**src/rtl/hazard_pkg.sv**
```systemverilog
// Shared constants and width helpers for the hazard scoreboard.
package hazard_pkg;

  localparam int FWD_RF         = 0;
  localparam int NREGS_DEF      = 32;
  localparam int FWD_STAGES_DEF = 2;
  localparam int MAX_LAT_DEF    = 8;
  localparam int BR_SLOTS_DEF   = 1;

  // Bits needed to hold 0..maxval, never less than one.
  function automatic int width_for(input int maxval);
    return (maxval < 2) ? 1 : $clog2(maxval + 1);
  endfunction

  function automatic int fwd_width(input int stages);
    return width_for(stages);
  endfunction

endpackage

```
**src/rtl/hsb_entry.sv**
```systemverilog
// One register's write-pending countdown with its forwarding-path decode.
module hsb_entry
  import hazard_pkg::*;
#(
  parameter int LW         = 4,
  parameter int FW         = 2,
  parameter int FWD_STAGES = 2
) (
  input  logic          clk,
  input  logic          rst_n,
  input  logic          load,
  input  logic [LW-1:0] lat,
  output logic [LW-1:0] cnt,
  output logic          pending,
  output logic          ready,
  output logic [FW-1:0] fwd
);

  // A new write overrides the running countdown of an older one.
  always_ff @(posedge clk) begin
    if (!rst_n) begin
      cnt <= '0;
    end else if (load) begin
      cnt <= lat;
    end else if (cnt != '0) begin
      cnt <= cnt - LW'(1);
    end else begin
      cnt <= cnt;
    end
  end

  assign pending = (cnt != '0);
  assign ready   = (cnt <= LW'(FWD_STAGES));
  assign fwd     = ready ? FW'(cnt) : FW'(FWD_RF);

endmodule

```
**src/rtl/hazard_scoreboard.sv**
```systemverilog
// In-order issue scoreboard: RAW/WAW stalls, forwarding selects, branch squash.
// Optional write-port slot check enabled by defining HSB_WBPORT_CHECK_EN.
module hazard_scoreboard
  import hazard_pkg::*;
#(
  parameter int NREGS      = NREGS_DEF,
  parameter int FWD_STAGES = FWD_STAGES_DEF,
  parameter int MAX_LAT    = MAX_LAT_DEF,
  parameter int BR_SLOTS   = BR_SLOTS_DEF
) (
  input  logic                               clk,
  input  logic                               rst_n,
  input  logic                               issue_valid,
  input  logic [$clog2(NREGS)-1:0]           rs,
  input  logic [$clog2(NREGS)-1:0]           rt,
  input  logic                               rs_used,
  input  logic                               rt_used,
  input  logic [$clog2(NREGS)-1:0]           rd,
  input  logic                               wreg,
  input  logic [$clog2(MAX_LAT+1)-1:0]       lat,
  input  logic                               branch_taken,
  output logic [fwd_width(FWD_STAGES)-1:0]   fwda,
  output logic [fwd_width(FWD_STAGES)-1:0]   fwdb,
  output logic                               stall,
  output logic                               fire,
  output logic                               squash,
  output logic                               busy
);

  localparam int RW = $clog2(NREGS);
  localparam int LW = $clog2(MAX_LAT + 1);
  localparam int FW = fwd_width(FWD_STAGES);
  localparam int SW = width_for(BR_SLOTS);

  logic [LW-1:0]    cnt_tab   [NREGS];
  logic [FW-1:0]    fwd_tab   [NREGS];
  logic [NREGS-1:0] ready_tab;
  logic [NREGS-1:0] pend;
  logic [SW-1:0]    sq_cnt;
  logic             rs_hit, rt_hit, wr_en, raw, waw, wbport;

  // Register 0 never has a pending write.
  assign cnt_tab[0]   = '0;
  assign fwd_tab[0]   = FW'(FWD_RF);
  assign ready_tab[0] = 1'b1;
  assign pend[0]      = 1'b0;

  for (genvar r = 1; r < NREGS; r++) begin : g_entry
    hsb_entry #(
      .LW         (LW),
      .FW         (FW),
      .FWD_STAGES (FWD_STAGES)
    ) u_entry (
      .clk     (clk),
      .rst_n   (rst_n),
      .load    (fire & wr_en & (rd == RW'(r))),
      .lat     (lat),
      .cnt     (cnt_tab[r]),
      .pending (pend[r]),
      .ready   (ready_tab[r]),
      .fwd     (fwd_tab[r])
    );
  end

  assign rs_hit = rs_used & (rs != '0);
  assign rt_hit = rt_used & (rt != '0);
  assign wr_en  = wreg & (rd != '0);
  assign raw    = (rs_hit & ~ready_tab[rs]) | (rt_hit & ~ready_tab[rt]);
  assign waw    = wr_en & (cnt_tab[rd] >= lat);

`ifdef HSB_WBPORT_CHECK_EN
  // slot[k] set means some write retires when its countdown reads k+1.
  logic [MAX_LAT-1:0] slot, slot_shift, slot_new;

  assign slot_shift = slot >> 1;
  assign slot_new   = MAX_LAT'(1) << (lat - LW'(1));
  assign wbport     = wr_en & (|(slot_shift & slot_new));

  // Shift the reservation window and claim the new instruction's slot.
  always_ff @(posedge clk) begin
    if (!rst_n) begin
      slot <= '0;
    end else if (fire & wr_en) begin
      slot <= slot_shift | slot_new;
    end else begin
      slot <= slot_shift;
    end
  end
`else
  assign wbport = 1'b0;
`endif

  // Squash window: reload on every taken branch, consume only on decode cycles.
  always_ff @(posedge clk) begin
    if (!rst_n) begin
      sq_cnt <= '0;
    end else if (branch_taken) begin
      sq_cnt <= SW'(BR_SLOTS);
    end else if (issue_valid && (sq_cnt != '0)) begin
      sq_cnt <= sq_cnt - SW'(1);
    end else begin
      sq_cnt <= sq_cnt;
    end
  end

  // Issue decision and forwarding selects, all forced quiet during reset.
  always_comb begin
    stall  = 1'b0;
    fire   = 1'b0;
    squash = 1'b0;
    busy   = 1'b0;
    fwda   = FW'(FWD_RF);
    fwdb   = FW'(FWD_RF);
    if (rst_n) begin
      squash = issue_valid & (sq_cnt != '0);
      stall  = issue_valid & ~squash & (raw | waw | wbport);
      fire   = issue_valid & ~stall & ~squash;
      busy   = |pend;
      fwda   = rs_hit ? fwd_tab[rs] : FW'(FWD_RF);
      fwdb   = rt_hit ? fwd_tab[rt] : FW'(FWD_RF);
    end else begin
      stall  = 1'b0;
    end
  end

endmodule

```
**config.mk**
```make
export PLATFORM = sky130hd
export DESIGN_NAME = hazard_scoreboard
export DESIGN_NICKNAME = d
export VERILOG_FILES = /design/src/rtl/hazard_pkg.sv /design/src/rtl/hsb_entry.sv /design/src/rtl/hazard_scoreboard.sv
export SDC_FILE = /design/constraint.sdc
export NUM_CORES = 1
export LEC_CHECK = 0
export CAP_MARGIN = 20
export CORE_MARGIN = 3
export CORE_UTILIZATION = 50
export DETAILED_ROUTE_END_ITERATION = 7
export PLACE_DENSITY_LB_ADDON = 0.1
export SYNTH_ARGS = -nofsm -noshare
export SYNTH_HDL_FRONTEND = slang
export SYNTH_SLANG_ARGS = --single-unit
```
**constraint.sdc**
```tcl
create_clock -name clk -period 6.4 [get_ports clk]
set_input_delay 1.28 -clock clk [delete_from_list [all_inputs] [get_ports clk]]
set_output_delay 1.28 -clock clk [all_outputs]
set_load 0.03 [all_outputs]
```
=== Word-level counts from Yosys, hierarchy flattened ===
Cells that the tools add are included.

* $lt $le $gt $ge: 37
* Mux-type cells: 116
* Reduce and logical (&&, ||, !) cells: 68
* Add/subtract/negate cells: 32
* Bitwise operators: 52
* Eq/ne operators: 31

{| class="wikitable"
|+ Operators by type and width
! operator !! number
|-
| 2-to-1 mux 4 bit || 64
|-
| less-or-equal comparator 4 x 2 -> 1 bit (second input constant) || 31
|-
| nonzero test 4 bit || 31
|-
| subtractor 4 x 1 -> 4 bit (second input constant) || 31
|-
| equality test 5 bit (second input constant) || 16
|-
| 2-to-1 mux 2 bit || 39
|-
| nonzero test 2 bit || 32
|-
| AND 1 bit || 43
|-
| equality test 5 x 4 -> 1 bit (second input constant) || 8
|-
| OR reduction 31 bit || 1
|-
| binary-select mux 2 bit (select 5 bit) || 2
|-
| binary-select mux 4 bit (select 5 bit) || 1
|-
| equality test 5 x 3 -> 1 bit (second input constant) || 4
|-
| greater-or-equal comparator 6 bit (second input constant) || 3
|-
| inverter 5 -> 6 bit || 3
|-
| nonzero test 5 bit || 3
|-
| < comparator 5 x 6 -> 1 bit (second input constant) || 2
|-
| binary-select mux 1 bit (select 5 bit) || 2
|-
| equality test 5 x 2 -> 1 bit (second input constant) || 2
|-
| 2-to-1 mux 1 bit || 8
|-
| equality test 5 x 1 -> 1 bit (second input constant) || 1
|-
| greater-or-equal comparator 4 bit || 1
|-
| inverter 1 bit || 4
|-
| bitwise OR 1 bit || 2
|-
| 2 further kinds || 2
|}

* Bits of input ports: 26
* Flip-flop bits (word level): 125
* Logic and storage cells: 368
* Output and inout bits: 8

=== Longest topological paths before layout ===
* Word-level depth: 15
* Depth in mapped cells: 18
* Depth with buffers taken out: 15

=== Hierarchy ===
A second synthesis with hierarchy kept.

* Cell total of the unflattened synthesis: 1,211
* Area total of the unflattened synthesis: 11,562.3 µm²

{| class="wikitable"
|+ By module, submodules not included
! module !! area each (µm²) !! cells each !! seq. area each (µm²) !! instances
|-
| hsb_entry || 270.3 || 30 || 80.1 || 31
|-
| hazard_scoreboard || 3,184.3 || 281 || 20.0 || 1
|}

=== Worst setup path after synthesis ===
OpenSTA, ideal clock, no wires.

* Path type: input port to output port
* From: input port rd[0]
* To: output port stall
* Cell stages on the path: 15
* Data required time: 5.120 ns
* Arrival: 4.846 ns
* Path buffers: 4
* Path slack: 0.274 ns
* Cells stage by stage: buf_2 > buf_1 > clkbuf_1 > mux4_2 > mux4_2 > inv_1 > a21oi_1 > ha_1 > a21boi_0 > o21ai_0 > a21oi_1 > a211oi_1 > o211a_1 > buf_4 > nor2b_1

* Longest elaborated chain between the ends: 9
* Elaborated cells on any way between the ends: 11
* Classes of those cells: 1 x order compare; 4 x mux; 5 x bitwise; 1 x reduce/logical

{| class="wikitable"
|+ RTL lines
! element !! RTL line !! text
|-
| start, declared || hazard_scoreboard.sv:18 || <nowiki>input logic [$clog2(NREGS)-1:0] rd,</nowiki>
|-
| inverter 5 -> 6 bit (not written as such) || hazard_scoreboard.sv:69 || <nowiki>assign waw = wr_en & (cnt_tab[rd] >= lat);</nowiki>
|-
| binary-select mux 4 bit (select 5 bit) || hazard_scoreboard.sv:69 ||
|-
| 2-to-1 mux 4 bit (not written as such) (2 in series) || hazard_scoreboard.sv:69 ||
|-
| greater-or-equal comparator 4 bit || hazard_scoreboard.sv:69 ||
|-
| AND 1 bit * || hazard_scoreboard.sv:69 ||
|-
| bitwise OR 1 bit * || hazard_scoreboard.sv:116 || <nowiki>stall = issue_valid & ~squash & (raw | waw | wbport);</nowiki>
|-
| AND 1 bit * || hazard_scoreboard.sv:116 ||
|-
| 2-to-1 mux 1 bit * || hazard_scoreboard.sv:114 || <nowiki>if (rst_n) begin</nowiki>
|-
| end, declared || hazard_scoreboard.sv:24 || <nowiki>output logic stall,</nowiki>
|}

Mark *: on every way between the ends. The rest lies on a longest branch, timed or not. The select of a mux whose other input is x is not followed.

=== Worst setup path after layout ===
* From: input port rd[0]
* To: output port fire

* Longest elaborated chain between the ends: 12
* Elaborated cells on any way between the ends: 14
* Classes of those cells: 1 x order compare; 4 x mux; 8 x bitwise; 1 x reduce/logical

{| class="wikitable"
|+ RTL lines
! element !! RTL line !! text
|-
| inverter 5 -> 6 bit (not written as such) || hazard_scoreboard.sv:69 ||
|-
| binary-select mux 4 bit (select 5 bit) || hazard_scoreboard.sv:69 ||
|-
| 2-to-1 mux 4 bit (not written as such) (2 in series) || hazard_scoreboard.sv:69 ||
|-
| greater-or-equal comparator 4 bit || hazard_scoreboard.sv:69 ||
|-
| AND 1 bit * || hazard_scoreboard.sv:69 ||
|-
| bitwise OR 1 bit * || hazard_scoreboard.sv:116 ||
|-
| AND 1 bit * || hazard_scoreboard.sv:116 ||
|-
| inverter 1 bit * || hazard_scoreboard.sv:117 || <nowiki>fire = issue_valid & ~stall & ~squash;</nowiki>
|-
| AND 1 bit * (2 in series) || hazard_scoreboard.sv:117 ||
|-
| 2-to-1 mux 1 bit * || hazard_scoreboard.sv:114 ||
|-
| end, declared || hazard_scoreboard.sv:25 || <nowiki>output logic fire,</nowiki>
|}

Marks and branches as above.

==> Implementation_results.wiki <==
{| class="wikitable"
! Metric !! Value
|-
| Number of global-route vias before repair || around 10000
|-
| TritonCTS Sinks || roughly 130
|-
| Effective utilization at floorplan || about half
|-
| CORE AREA || 0.0228 mm^2
|-
| Finished Layout Cells || ~1700
|-
| Final estimated routing congestion in global placement || between 1 and 1.5
|-
| Maximum number of pins on one net before global-route repair || 93
|-
| Flip-flop and latch count after synthesis || roughly 130
|-
| Remaining design rule violation count || 0
|-
| Cell area power density || 488 mW/mm^2
|-
| Estimated wirelength of the detail-placed design || between 20000 and 30000 um
|-
| Cts hold-fix bufs || 0
|-
| Net count of the mapped netlist || between 1000 and 1500
|-
| Measured slew at the worst slew-check pin || between 1 and 1.5 ns
|-
| Gate Count Post-Synth || 1323
|-
| Nets@finish || between 1000 and 1500
|-
| Final slew viol count || 0
|-
| Layout-stage area growth over the synthesis result || 11.0%
|-
| H-tree level count || 4
|-
| Detail-routed via count per cell || approximately 6.2
|-
| Start-to-end type of the worst setup path || input pin to output pin
|-
| Setup TNS after final layout || 0 ns
|-
| Top cells by instance count after synthesis || sky130_fd_sc_hd__nand2_1, sky130_fd_sc_hd__mux2i_1, sky130_fd_sc_hd__dfxtp_1
|-
| Overflow after GRT || 0
|-
| Wire length of the first global-routing pass || around 60000 um
|-
| Number of detailed-route iterations in the first pass || 6
|-
| Kind of end point of the critical path || output pin
|-
| Share of the synthesized area in the top cell type || 21.4%
|-
| Most frequent cell after synthesis || sky130_fd_sc_hd__nand2_1
|-
| Slew Limit Headroom || between 30% and 40%
|-
| Root cell of the clock tree || sky130_fd_sc_hd__clkbuf_16
|-
| Top cells by area, synth || sky130_fd_sc_hd__dfxtp_1, sky130_fd_sc_hd__mux4_2, sky130_fd_sc_hd__mux2i_1, sky130_fd_sc_hd__ha_1, sky130_fd_sc_hd__nand2_1
|-
| Drt initial violations || between 1000 and 1500
|-
| Hold/Removal Path Class || flip-flop to flip-flop
|-
| Leakage power summed over all cells || roughly 6 nW
|-
| Antenna violations before repair || 2
|-
| Sequential cell area fraction in the yosys report || a little over a fifth
|-
| Vertical die dimension || between 150 and 200 um
|-
| Worst clock skew on the final layout || around 0.011 ns
|-
| Yosys warns || 0
|-
| Buffers added on ports || 33
|-
| Average wire per cell in the routed design || between 20 and 25 um
|-
| Maximum clock path buffer count || 2
|-
| Number of instances in the placed design || between 1500 and 2000
|-
| Clock transition time at the flip-flop clock pins of the worst setup and hold paths || ~0.060 ns
|-
| Post-Synthesis Cell Area || roughly 0.012 mm^2
|-
| # diodes || 0
|-
| RSZ-0062 raised after global routing || no
|-
| Clock network latency to the later pin of the worst-skew pair || roughly 0.43 ns
|-
| Die Width || 159 um
|-
| Final count of hold timing violations || 0
|-
| Data arrival time of the critical path || 4.82 ns
|-
| VDD IR max || around 0.29 mV
|-
| Cell type with the highest aggregate area in the netlist || sky130_fd_sc_hd__dfxtp_1
|-
| Die Footprint || between 0.02 and 0.03 mm^2
|-
| Mean instance size in the synthesized netlist || between 8 and 9 um^2
|-
| Number of placed I/O pins || 34
|-
| Setup fix buffers added after clock tree synthesis || 0
|-
| Top fanout value on the critical path || 20
|-
| Fin crit period || ~6 ns
|-
| Commonest register cell after synthesis || sky130_fd_sc_hd__dfxtp_1
|-
| Row count || between 50 and 60
|-
| Share of async-settable or async-resettable flops after synthesis || 0%
|-
| Via count || just over 10000
|-
| Quantity of gates resized following cts || 0
|-
| Proportion of layout cells with a drive suffix above 1 || about an eighth
|-
| Final core area utilization || a little under three fifths
|-
| CTS tree || done
|-
| Overall fraction of global-route tracks in use || slightly above 30%
|-
| Num CTS Buffers || 17
|-
| Required time of the worst setup path || roughly 5.1 ns
|-
| Number of distinct standard cells referenced by the synthesized netlist || 64
|-
| Number of max-capacitance violations reported || 0
|-
| Count of flip-flops with a built-in enable after synthesis || 0
|-
| Maximum operating frequency || 164 MHz
|-
| Dpl cell area || 0.0123 mm^2
|-
| Period Utilization, post-route || between 90% and 100%
|-
| Element type at the critical path start || input pin
|-
| Design Power || ~6.3 mW
|-
| Drt total wl || around 38000 um
|-
| Finished layout cell area || around 0.013 mm^2
|-
| Setup violators final || 0
|-
| Antenna Nets Post-Route || 0
|-
| Outcome || complete, no violations
|}
cell type report:
type,instances,area [um^2]
fill,2010,9810
multi-input combinational,1048,8600
sequential,125,2500
timing repair buffer,52,490
clock buffer,19,453
tap,313,392
inverter,88,330
clock inverter,13,200
flip-flops by register name (all words and copies together) (netlist names):
register,cells
g_entry.u_entry.cnt,124
sq_cnt,1
routing by layer:
layer	vias to the layer above	GRT usage (%)	routed length [um]
li1	4786	-	-
met1	4938	41.9	16700
met2	495	46.0	16500
met3	80	7.25	3490
met4	4	10.8	1330
met5	-	0	26
power breakdown:
part	switching, mW	total, mW	internal, mW
combinational	1.85	3.45	1.60
sequential	0.651	1.77	1.12
clock	0.427	1.11	0.684
stage by stage:
step	hold slack [ns]	worst slack, ns
after floorplan	0.550	0.274
after global placement	0.568	0.228
after detailed placement	0.576	0.195
after CTS	0.592	0.193
after global routing	0.668	0.0942
final	0.597	0.304
critical path, cell delays in order:
cell and delay (ns):
sky130_fd_sc_hd__clkbuf_4 0.28, sky130_fd_sc_hd__buf_12 0.22, sky130_fd_sc_hd__mux4_2 0.51, sky130_fd_sc_hd__mux4_2 0.48, sky130_fd_sc_hd__mux2_2 0.28, sky130_fd_sc_hd__ha_1 0.28, sky130_fd_sc_hd__o211ai_1 0.18, sky130_fd_sc_hd__a21oi_1 0.11
sky130_fd_sc_hd__a211oi_1 0.19, sky130_fd_sc_hd__o211a_1 0.20, sky130_fd_sc_hd__and2_1 0.13, sky130_fd_sc_hd__clkdlybuf4s50_1 0.67
kinds of logic (layout without fill, tap and decap cells):
logic type	count (synthesis)	in the layout	share of synthesized area, %
buf+inv	150	172	5.08
fa+ha+maj	97	97	10.4
compound gates	179	179	10.8
simple gates	504	504	21.9
flops	125	125	21.4
mux	226	226	27.3
xor+xnor	42	42	3.15
layout by cell type, fill, tap and decap left out, types with 9 or more instances in the layout:
cell type                           n
sky130_fd_sc_hd__nand2_1          216
sky130_fd_sc_hd__buf_4             19
sky130_fd_sc_hd__nand2b_1          20
sky130_fd_sc_hd__a21oi_1           10
sky130_fd_sc_hd__or3_1             31
sky130_fd_sc_hd__nor2b_1           37
sky130_fd_sc_hd__nor2_1            51
sky130_fd_sc_hd__dfxtp_1          125
sky130_fd_sc_hd__inv_1             86
sky130_fd_sc_hd__clkdlybuf4s50_1   27
sky130_fd_sc_hd__nor3_1            45
sky130_fd_sc_hd__xnor2_1           38
sky130_fd_sc_hd__nand3_1           28
sky130_fd_sc_hd__nor4_1            14
sky130_fd_sc_hd__o21a_1            13
sky130_fd_sc_hd__clkbuf_16         17
sky130_fd_sc_hd__mux2i_1          144
sky130_fd_sc_hd__o211ai_1          11
sky130_fd_sc_hd__a21o_1            28
sky130_fd_sc_hd__mux4_2            73
sky130_fd_sc_hd__ha_1              97
sky130_fd_sc_hd__a211oi_1          20
sky130_fd_sc_hd__o21ai_0           50
sky130_fd_sc_hd__and3_1            12
sky130_fd_sc_hd__mux2_2             9
sky130_fd_sc_hd__nand2_4           10
path summary, 6_finish.rpt:
kind                                                 start                         end  slack [ns]  depth (start not counted)
worst max register to register  g_entry[11].u_entry.cnt[1]  g_entry[28].u_entry.cnt[0]        2.29                         13
worst min register to register                      sq_cnt                      sq_cnt        0.60                          2
worst min-delay path                                sq_cnt                      sq_cnt        0.60                          2
worst max-delay path                                 rd[0]                        fire        0.30                         12
No activity file was read; power rests on OpenSTA's default activity.
